### src/rtl/mem_wb_pkg.sv
// Shared writeback-source codes and stage state encoding for the memory/writeback stage.
// The decoder drives IN_WB_SEL with the same WB_SRC_* values.
package mem_wb_pkg;

  localparam logic [1:0] WB_SRC_ALU = 2'd0;
  localparam logic [1:0] WB_SRC_MEM = 2'd1;
  localparam logic [1:0] WB_SRC_PC4 = 2'd2;
  localparam logic [1:0] WB_SRC_IMM = 2'd3;

  typedef enum logic [1:0] {
    EMPTY    = 2'd0,
    WAIT_MEM = 2'd1,
    WRITE    = 2'd2
  } state_t;

endpackage

### src/rtl/mem_wb_stage_if.sv
// Upstream instruction, load-return and writeback-mux signals of the stage.
// master = pipeline/memory side, slave = the stage itself.
interface mem_wb_stage_if #(
  parameter int WIDTH   = 32,
  parameter int RADDR_W = 5
);
  logic               in_valid;
  logic               in_ready;
  logic [WIDTH-1:0]   in_alu;
  logic [WIDTH-1:0]   in_pc4;
  logic [WIDTH-1:0]   in_imm;
  logic [1:0]         in_wb_sel;
  logic [RADDR_W-1:0] in_rd;
  logic               in_reg_we;
  logic [WIDTH-1:0]   mem_rdata;
  logic               mem_rvalid;
  logic [WIDTH-1:0]   wb_a;
  logic [WIDTH-1:0]   wb_b;
  logic [WIDTH-1:0]   wb_c;
  logic [WIDTH-1:0]   wb_d;
  logic [1:0]         wb_sel;
  logic [RADDR_W-1:0] wb_rd;
  logic               wb_we;
  logic               mem_err;

  modport master (
    output in_valid, in_alu, in_pc4, in_imm, in_wb_sel, in_rd, in_reg_we,
    output mem_rdata, mem_rvalid,
    input  in_ready, wb_a, wb_b, wb_c, wb_d, wb_sel, wb_rd, wb_we, mem_err
  );

  modport slave (
    input  in_valid, in_alu, in_pc4, in_imm, in_wb_sel, in_rd, in_reg_we,
    input  mem_rdata, mem_rvalid,
    output in_ready, wb_a, wb_b, wb_c, wb_d, wb_sel, wb_rd, wb_we, mem_err
  );
endinterface

### src/rtl/mem_wait_timer.sv
// Saturating 8-bit wait counter; expired is high in the TIMEOUT-th enabled cycle after clear.
// Zero latency on expired (combinational compare of the registered count); no backpressure.
module mem_wait_timer #(
  parameter int TIMEOUT = 15
) (
  input  logic clk,
  input  logic rst_n,
  input  logic clr,
  input  logic en,
  output logic expired
);

  logic [7:0] count;

  always_ff @(posedge clk or negedge rst_n) begin
    if (!rst_n) begin
      count <= 8'd0;
    end else if (clr) begin
      count <= 8'd0;
    end else if (en && count != 8'hFF) begin
      count <= count + 8'd1;
    end
  end

  // count holds the number of cycles already spent, so the current one is count+1
  assign expired = (count >= 8'(TIMEOUT - 1));

endmodule

### src/rtl/mem_wb_stage.sv
// Memory/writeback stage: registers writeback candidates, holds loads until MEM_RVALID or timeout.
// Non-load write 1 cycle after accept, load k+1; in_ready low while a load is outstanding.
module mem_wb_stage
  import mem_wb_pkg::*;
#(
  parameter int WIDTH   = 32,
  parameter int RADDR_W = 5,
  parameter int TIMEOUT = 15
) (
  input logic          clk,
  input logic          rst_n,
  mem_wb_stage_if.slave bus
);

  state_t             state;
  logic [WIDTH-1:0]   wb_a_q, wb_b_q, wb_c_q, wb_d_q;
  logic [1:0]         wb_sel_q;
  logic [RADDR_W-1:0] wb_rd_q;
  logic               reg_we_q;
  logic               wb_we_q;
  logic               mem_err_q;
  logic               accept;
  logic               expired;

  assign bus.in_ready = (state != WAIT_MEM);
  assign accept       = bus.in_valid && bus.in_ready;

  mem_wait_timer #(.TIMEOUT(TIMEOUT)) u_timer (
    .clk     (clk),
    .rst_n   (rst_n),
    .clr     (accept),
    .en      ((state == WAIT_MEM) && !bus.mem_rvalid),
    .expired (expired)
  );

  always_ff @(posedge clk or negedge rst_n) begin
    if (!rst_n) begin
      state     <= EMPTY;
      wb_a_q    <= {WIDTH{1'b0}};
      wb_b_q    <= {WIDTH{1'b0}};
      wb_c_q    <= {WIDTH{1'b0}};
      wb_d_q    <= {WIDTH{1'b0}};
      wb_sel_q  <= WB_SRC_ALU;
      wb_rd_q   <= {RADDR_W{1'b0}};
      reg_we_q  <= 1'b0;
      wb_we_q   <= 1'b0;
      mem_err_q <= 1'b0;
    end else begin
      wb_we_q <= 1'b0;
      case (state)
        EMPTY, WRITE: begin
          if (accept) begin
            wb_a_q   <= bus.in_alu;
            wb_c_q   <= bus.in_pc4;
            wb_d_q   <= bus.in_imm;
            wb_sel_q <= bus.in_wb_sel;
            wb_rd_q  <= bus.in_rd;
            reg_we_q <= bus.in_reg_we;
            if (bus.in_wb_sel == WB_SRC_MEM) begin
              state <= WAIT_MEM;
            end else begin
              state   <= WRITE;
              wb_we_q <= bus.in_reg_we && (bus.in_rd != {RADDR_W{1'b0}});
            end
          end else begin
            state <= EMPTY;
          end
        end
        WAIT_MEM: begin
          // Returning data wins over a coincident expiry: the load did complete
          if (bus.mem_rvalid) begin
            wb_b_q  <= bus.mem_rdata;
            wb_we_q <= reg_we_q && (wb_rd_q != {RADDR_W{1'b0}});
            state   <= WRITE;
          end else if (expired) begin
            mem_err_q <= 1'b1;
            state     <= WRITE;
          end
        end
        default: state <= EMPTY;
      endcase
    end
  end

  assign bus.wb_a    = wb_a_q;
  assign bus.wb_b    = wb_b_q;
  assign bus.wb_c    = wb_c_q;
  assign bus.wb_d    = wb_d_q;
  assign bus.wb_sel  = wb_sel_q;
  assign bus.wb_rd   = wb_rd_q;
  assign bus.wb_we   = wb_we_q;
  assign bus.mem_err = mem_err_q;

endmodule

### src/flat_wrapper.sv
// flat-port wrapper written by rule: the top's interface ports become plain ports
module mem_wb_stage_flat import mem_wb_pkg::*;
#(
  parameter int WIDTH   = 32,
  parameter int RADDR_W = 5,
  parameter int TIMEOUT = 15
)
  (clk, rst_n, bus_in_valid, bus_in_alu, bus_in_pc4, bus_in_imm, bus_in_wb_sel, bus_in_rd, bus_in_reg_we, bus_mem_rdata, bus_mem_rvalid, bus_in_ready, bus_wb_a, bus_wb_b, bus_wb_c, bus_wb_d, bus_wb_sel, bus_wb_rd, bus_wb_we, bus_mem_err);
  mem_wb_stage_if #(.WIDTH(WIDTH), .RADDR_W(RADDR_W)) bus_i ();
  input logic clk;
  input logic rst_n;
  input wire logic [$bits(bus_i.in_valid)-1:0] bus_in_valid;
  input wire logic [$bits(bus_i.in_alu)-1:0] bus_in_alu;
  input wire logic [$bits(bus_i.in_pc4)-1:0] bus_in_pc4;
  input wire logic [$bits(bus_i.in_imm)-1:0] bus_in_imm;
  input wire logic [$bits(bus_i.in_wb_sel)-1:0] bus_in_wb_sel;
  input wire logic [$bits(bus_i.in_rd)-1:0] bus_in_rd;
  input wire logic [$bits(bus_i.in_reg_we)-1:0] bus_in_reg_we;
  input wire logic [$bits(bus_i.mem_rdata)-1:0] bus_mem_rdata;
  input wire logic [$bits(bus_i.mem_rvalid)-1:0] bus_mem_rvalid;
  output wire logic [$bits(bus_i.in_ready)-1:0] bus_in_ready;
  output wire logic [$bits(bus_i.wb_a)-1:0] bus_wb_a;
  output wire logic [$bits(bus_i.wb_b)-1:0] bus_wb_b;
  output wire logic [$bits(bus_i.wb_c)-1:0] bus_wb_c;
  output wire logic [$bits(bus_i.wb_d)-1:0] bus_wb_d;
  output wire logic [$bits(bus_i.wb_sel)-1:0] bus_wb_sel;
  output wire logic [$bits(bus_i.wb_rd)-1:0] bus_wb_rd;
  output wire logic [$bits(bus_i.wb_we)-1:0] bus_wb_we;
  output wire logic [$bits(bus_i.mem_err)-1:0] bus_mem_err;
  assign bus_i.in_valid = bus_in_valid;
  assign bus_i.in_alu = bus_in_alu;
  assign bus_i.in_pc4 = bus_in_pc4;
  assign bus_i.in_imm = bus_in_imm;
  assign bus_i.in_wb_sel = bus_in_wb_sel;
  assign bus_i.in_rd = bus_in_rd;
  assign bus_i.in_reg_we = bus_in_reg_we;
  assign bus_i.mem_rdata = bus_mem_rdata;
  assign bus_i.mem_rvalid = bus_mem_rvalid;
  assign bus_in_ready = bus_i.in_ready;
  assign bus_wb_a = bus_i.wb_a;
  assign bus_wb_b = bus_i.wb_b;
  assign bus_wb_c = bus_i.wb_c;
  assign bus_wb_d = bus_i.wb_d;
  assign bus_wb_sel = bus_i.wb_sel;
  assign bus_wb_rd = bus_i.wb_rd;
  assign bus_wb_we = bus_i.wb_we;
  assign bus_mem_err = bus_i.mem_err;
  mem_wb_stage #(.WIDTH(WIDTH), .RADDR_W(RADDR_W), .TIMEOUT(TIMEOUT)) u_core (.clk(clk), .rst_n(rst_n), .bus(bus_i));
endmodule
### config.mk
export PLATFORM = sky130hd
export DESIGN_NAME = mem_wb_stage_flat
export DESIGN_NICKNAME = d
export VERILOG_FILES = /design/src/rtl/mem_wb_pkg.sv /design/src/rtl/mem_wb_stage_if.sv /design/src/rtl/mem_wait_timer.sv /design/src/rtl/mem_wb_stage.sv /design/src/flat_wrapper.sv
export SDC_FILE = /design/constraint.sdc
export NUM_CORES = 1
export LEC_CHECK = 0
export ABC_AREA = 1
export CORE_MARGIN = 2
export CORE_UTILIZATION = 37
export DETAILED_ROUTE_END_ITERATION = 8
export PLACE_DENSITY = 0.81
export SLEW_MARGIN = 20
export SYNTH_ARGS = -nofsm -noshare
export SYNTH_HDL_FRONTEND = slang
export SYNTH_SLANG_ARGS = --single-unit
### constraint.sdc
create_clock -name clk -period 1.2 [get_ports clk]
set_input_delay 0.3 -clock clk [delete_from_list [all_inputs] [get_ports clk]]
set_output_delay 0.3 -clock clk [all_outputs]
set_load 0.01 [all_outputs]
## Yosys cells after proc, flatten, opt, wreduce, memory -nomap -nowiden

Cells that the tools add are included.

| storage, ports and cells | value |
|---|---|
| bits in registers | 148 |
| logic and storage cells | 45 |

| cells by class | value |
|---|---|
| add/sub/neg operators | 1 |
| magnitude comparators | 1 |
| eq/ne operators | 6 |
| mux-type cells | 11 |
| bitwise gates (word level) | 1 |
| reductions and logical operators | 14 |

Operator list:

| cell | number |
|---|---|
| $mux 8 | 2 |
| $reduce_bool 5->1 | 2 |
| $add 8x1->8 const B | 1 |
| $ge 8x4->1 const B | 1 |
| $mux 2 | 4 |
| $ne 8x8->1 const B | 1 |
| $logic_and 1x1->1 | 5 |
| $eq 2x1->1 const B | 2 |
| $pmux 2 s2 | 1 |
| $reduce_and 2->1 | 2 |
| $mux 1 | 3 |
| $ne 3x2->1 const B | 1 |
| $reduce_and 3->1 | 1 |
| $eq 2x2->1 const B | 1 |
| $logic_not 2->1 | 1 |
| $ne 2x1->1 const B | 1 |
| $pmux 1 s2 | 1 |
| $reduce_bool 2->1 | 1 |
| $reduce_or 2->1 | 1 |
| $logic_not 1->1 | 1 |
| $not 1->1 | 1 |

## Logic depth before layout (Yosys ltp)

| logic depth | value |
|---|---|
| word-level depth | 5 |
| depth in mapped cells | 9 |
| depth with buffers taken out | 8 |

## By module

A second synthesis with hierarchy kept.

| second synthesis, totals | value |
|---|---|
| cell total of the unflattened synthesis | 685 |
| area total of the unflattened synthesis | 5898.2 um2 |

Modules (own cells, without submodules):

| module | instances | cells each | area an instance (um2) | seq. area each (um2) |
|---|---|---|---|---|
| mem_wb_stage | 1 | 608 | 5376.4 | 3503.4 |
| mem_wait_timer | 1 | 77 | 521.8 | 200.2 |

## Least setup slack after synthesis

Ideal clock, no wire load.

| timing | value |
|---|---|
| kind | register to register |
| from | register u_core.u_timer.count[1] |
| to | register u_core.u_timer.count[3] |
| setup time | 0.117 ns |
| data arrival time | 1.156 ns |
| required time | 1.083 ns |
| path slack | -0.073 ns |
| stages on the path, launching flop included | 10 |
| clock period less this slack | 1.273 ns |
| path through | dfrtp_1 -> ha_1 -> nand2_1 -> nor2_2 -> nand2_1 -> nand2_2 -> buf_6 -> nand2_2 -> nand2_1 -> nand2_1 |

| on the way | value |
|---|---|
| longest elaborated chain between the ends | 3 |
| elaborated cells between the ends (all ways) | 6 |
| classes of those cells | 1 x add/sub; 1 x eq/ne; 2 x mux; 2 x reduce/logical |

RTL lines:

| what | RTL line | source |
|---|---|---|
| start: declaration | mem_wait_timer.sv:13 | `logic [7:0] count;` |
| start signal: assignment | mem_wait_timer.sv:21 | `count <= count + 8'd1;` |
| $add 8x1->8 / $ne 8x8->1 (equally long branches) | mem_wait_timer.sv:21, mem_wait_timer.sv:20 |  |
| $mux 8 / $logic_and 1x1->1 (equally long branches) | mem_wait_timer.sv:20 | `end else if (en && count != 8'hFF) begin` |
| $mux 8 / $reduce_bool 2->1 (equally long branches) | n/a |  |

Parallel ways exist; a longest one is shown, timed or not. The select of a mux whose other input is x is not followed.
A chain may end at the register's enable or synchronous reset.

## Worst setup path in the final report

| timing | value |
|---|---|
| from | register u_core.state[1] |
| to | output port bus_in_ready |

| on the way | value |
|---|---|
| longest elaborated chain between the ends | 1 |

RTL lines:

| what | RTL line | source |
|---|---|---|
| start: declaration | mem_wb_stage.sv:15 | `state_t state;` |
| start signal: assignment | mem_wb_stage.sv:38 | `state <= EMPTY;` |
| start signal: assignment | mem_wb_stage.sv:60 | `state <= WAIT_MEM;` |
| start signal: assignment | mem_wb_stage.sv:62 | `state <= WRITE;` |
| $ne 2x1->1 | mem_wb_stage.sv:25 | `assign bus.in_ready = (state != WAIT_MEM);` |
| end: declaration | flat_wrapper.sv:21 | `output wire logic [$bits(bus_i.in_ready)-1:0] bus_in_ready;` |

Every way passes these cells.

==> impl_results.md <==
- Synth top area share: 63.6%
- RSZ-0062 raised after global routing: yes
- Max Cap Viol: 0
- Sequential fraction of the synthesis area: 63.6%
- Port Buffers: 277
- DR iter-0 viols: 264
- Drc violations: 0
- Antenna-violating nets left: 0
- Slew @ Worst Pin: 0.312 ns
- Commonest cells post-synth: 428 x nand2_1, 148 x dfrtp_1, 21 x buf_2, 14 x inv_1, 14 x nand3_1
- DR vias: 6335
- Final net count: 1244
- Root Driver: clkbuf_16
- Die Height: 129 um
- Fin. Hold Viols: 0
- WL/cell: 18.2 um
- I/O Pins: 278
- Total CTS buffers: 17
- CP peak stage delay: 0.37 ns
- N_diodes: 0
- Yosys top cell by area: dfrtp_1
- Core Area: 15300 um^2
- GRT Total Usage: 23.4%
- Achievable frequency: 754 MHz
- FP Rows: 45
- Leak Pwr: 6.22 nW
- Clock slew at reported path FFs: 0.06 ns
- H-Tree Depth: 4
- Routed vias/inst: 4.78
- Worst r2r src: u_core.state[0]
- Post-synth EDFFs: 0
- Setup ws final: -0.126 ns
- Drt first pass iters: 4
- First-pass GRT wire length: 30.2 mm
- Worst r2r path cells: 8
- Fin util: 77.4%
- Min Tclk post-route: 1.33 ns
- Distinct cells, synth: 24
- Crit path cell chain: inv_2, nand2_2, buf_6
- Syn Nets: 818
- Initial antenna violation count: 0
- Max-slew violations: 0
- Violated checks: setup timing
- Worst clock skew: 0.00876 ns
- Crit path from: u_core.state[1]
- CP delay by family, top: flip-flops
- CP required: 0.90 ns
- FF-to-FF End: u_core.bus.wb_c[13]
- Mean Syn Cell Area: 8.61 um^2
- Initial Util: 38.0%
- Die area: 16800 um^2
- #FFs+latches synth: 148
- Yosys Warn Count: 0
- DRT Wirelength: 24.1 mm
- Layout area overhead: 104%
- Final period util: 110%
- CP endpoint kind: output port
- Fin Hold WS: 0.338 ns
- Hold Crit Class: input pin to async pin
- Most common cell in the netlist: nand2_1
- Top FF cell, synth: dfrtp_1
- Cell Area, Synth: 5820 um^2
- Slew Limit Headroom: 79.2%
- Max clock buf depth: 2
- Setup Viol. Count Final: 282
- Crit-path max FO: 2
- Crit path launch type: flop
- Share of cells above drive strength 1: 49.2%
- Post-synth ARST share: 100%
- Largest net degree at the start of global routing: 38
- Clk_lat worst skew: 0.42 ns
- Post-route insts no fill: 1326
- TritonCTS clock tree: done
- Die X: 129 um
- VDD IR max: 0.934 mV
- Flop-to-flop setup slack: -0.12 ns
- Gate Count Post-Synth: 676
- Vias in the first global route: 6040
- CP Buf/Inv Count: 2
- Clk sink count: 148
- Setup TNS Final: -15.08 ns
- Worst EP arrival: 1.03 ns
- Area contributors post-synth: dfrtp_1 64%, nand2_1 28%, buf_2 1.8%
- GRT Residual Overflow: 0
- Final GP Congestion: 0.816
- Max stage delay cell, worst path: dfrtp_1
- Status: complete, but fails checks
- Setup CP Type: flop to output port
- Placed cells: 1167
- Pwr Density: 1430 nW/um^2
- DP HPWL: 11.9 mm
## stage by stage
stage	power (mW)	cell area, um^2	worst slack (ns)
after floorplan	7.59	5820	-0.0729
after global placement	10.1	9060	-0.346
after detailed placement	10.2	9060	-0.382
after CTS	15.6	10100	-0.157
after global routing	17.7	11900	-0.189
final	17.0	11900	-0.126
## worst max-delay path by stage
stage	to	slack [ns]	cells past startpoint
after global placement	u_core.bus.wb_c[9]	-0.35	6
after CTS	bus_in_ready	-0.16	3
after detailed placement	u_core.bus.wb_d[0]	-0.38	6
after global routing	bus_in_ready	-0.19	3
after floorplan	u_core.u_timer.count[3]	-0.07	9
final	bus_in_ready	-0.13	3
## per-layer routing
layer  GRT usage, %  vias up  share of wire [%]
met5              0        -                  0
met4           9.42        0                3.1
met3           6.90       59                7.9
met2           40.7      288                 51
met1           27.3     3066                 38
li1               -     2922                  -
## cells by family after synthesis
group / count (synthesis) / synth area share [%]
AOI/OAI and AO/OA: 15 / 1.44
xor gates and xnor gates: 1 / 0.150
adders and majority gates: 2 / 0.430
buffers and inverters: 46 / 3.67
DFF: 148 / 63.6
and+or+nand+nor: 464 / 30.7
## layout by cell type (no fill, tap or decap), types with 3 or more instances in the layout
cell type	Yosys	final
nand2_2	5	123
buf_16	0	11
buf_2	21	84
buf_6	1	63
nor2_1	12	10
nand2_1	428	242
buf_4	2	104
o21ai_0	9	3
buf_12	0	13
clkbuf_16	0	32
nand2_4	0	67
inv_6	0	6
buf_8	0	5
o21ai_1	2	4
nand3_2	0	6
clkdlybuf4s50_1	0	138
clkinvlp_4	0	5
inv_1	14	9
o21ai_2	1	5
dfrtp_1	148	147
nand3_1	14	8
## timing repair
action / 4_1_cts / 5_1_grt
buffers inserted: 45 / 57
hold endpoints to repair: 22 / 0
endpoints found under the setup margin: 280 / 286
gates resized for setup: 632 / 319
cloned: 14 / 17
pin swaps: 14 / 56
hold buffers: 1 / 0
## flip-flops by register name, summed over array words and instances (netlist names)
signal and flops:
u_core.bus.wb_c 32, u_core.state 2, u_core.reg_we_q 1, u_core.bus.wb_d 32, u_core.bus.wb_a 32, u_core.bus.wb_b 32
u_core.bus.wb_sel 2, u_core.u_timer.count 8, u_core.bus.wb_rd 5, u_core.bus.mem_err 1, u_core.bus.wb_we 1
## power by group
part,switching (mW),total [mW],internal [mW]
registers,0.537,6.35,5.82
logic,2.40,5.27,2.86
clock network,2.22,5.36,3.14
total,5.16,17.0,11.8
## area by class of cell
| type | instances | area (um^2) |
|---|---|---|
| fill | 969 | 3460 |
| tap | 211 | 264 |
| multi-input combinational | 483 | 2840 |
| sequential | 148 | 3700 |
| clock inverter | 14 | 151 |
| clock buffer | 18 | 439 |
| timing repair buffer | 435 | 4350 |
| inverter | 17 | 104 |
No activity file was read; power rests on OpenSTA's default activity.
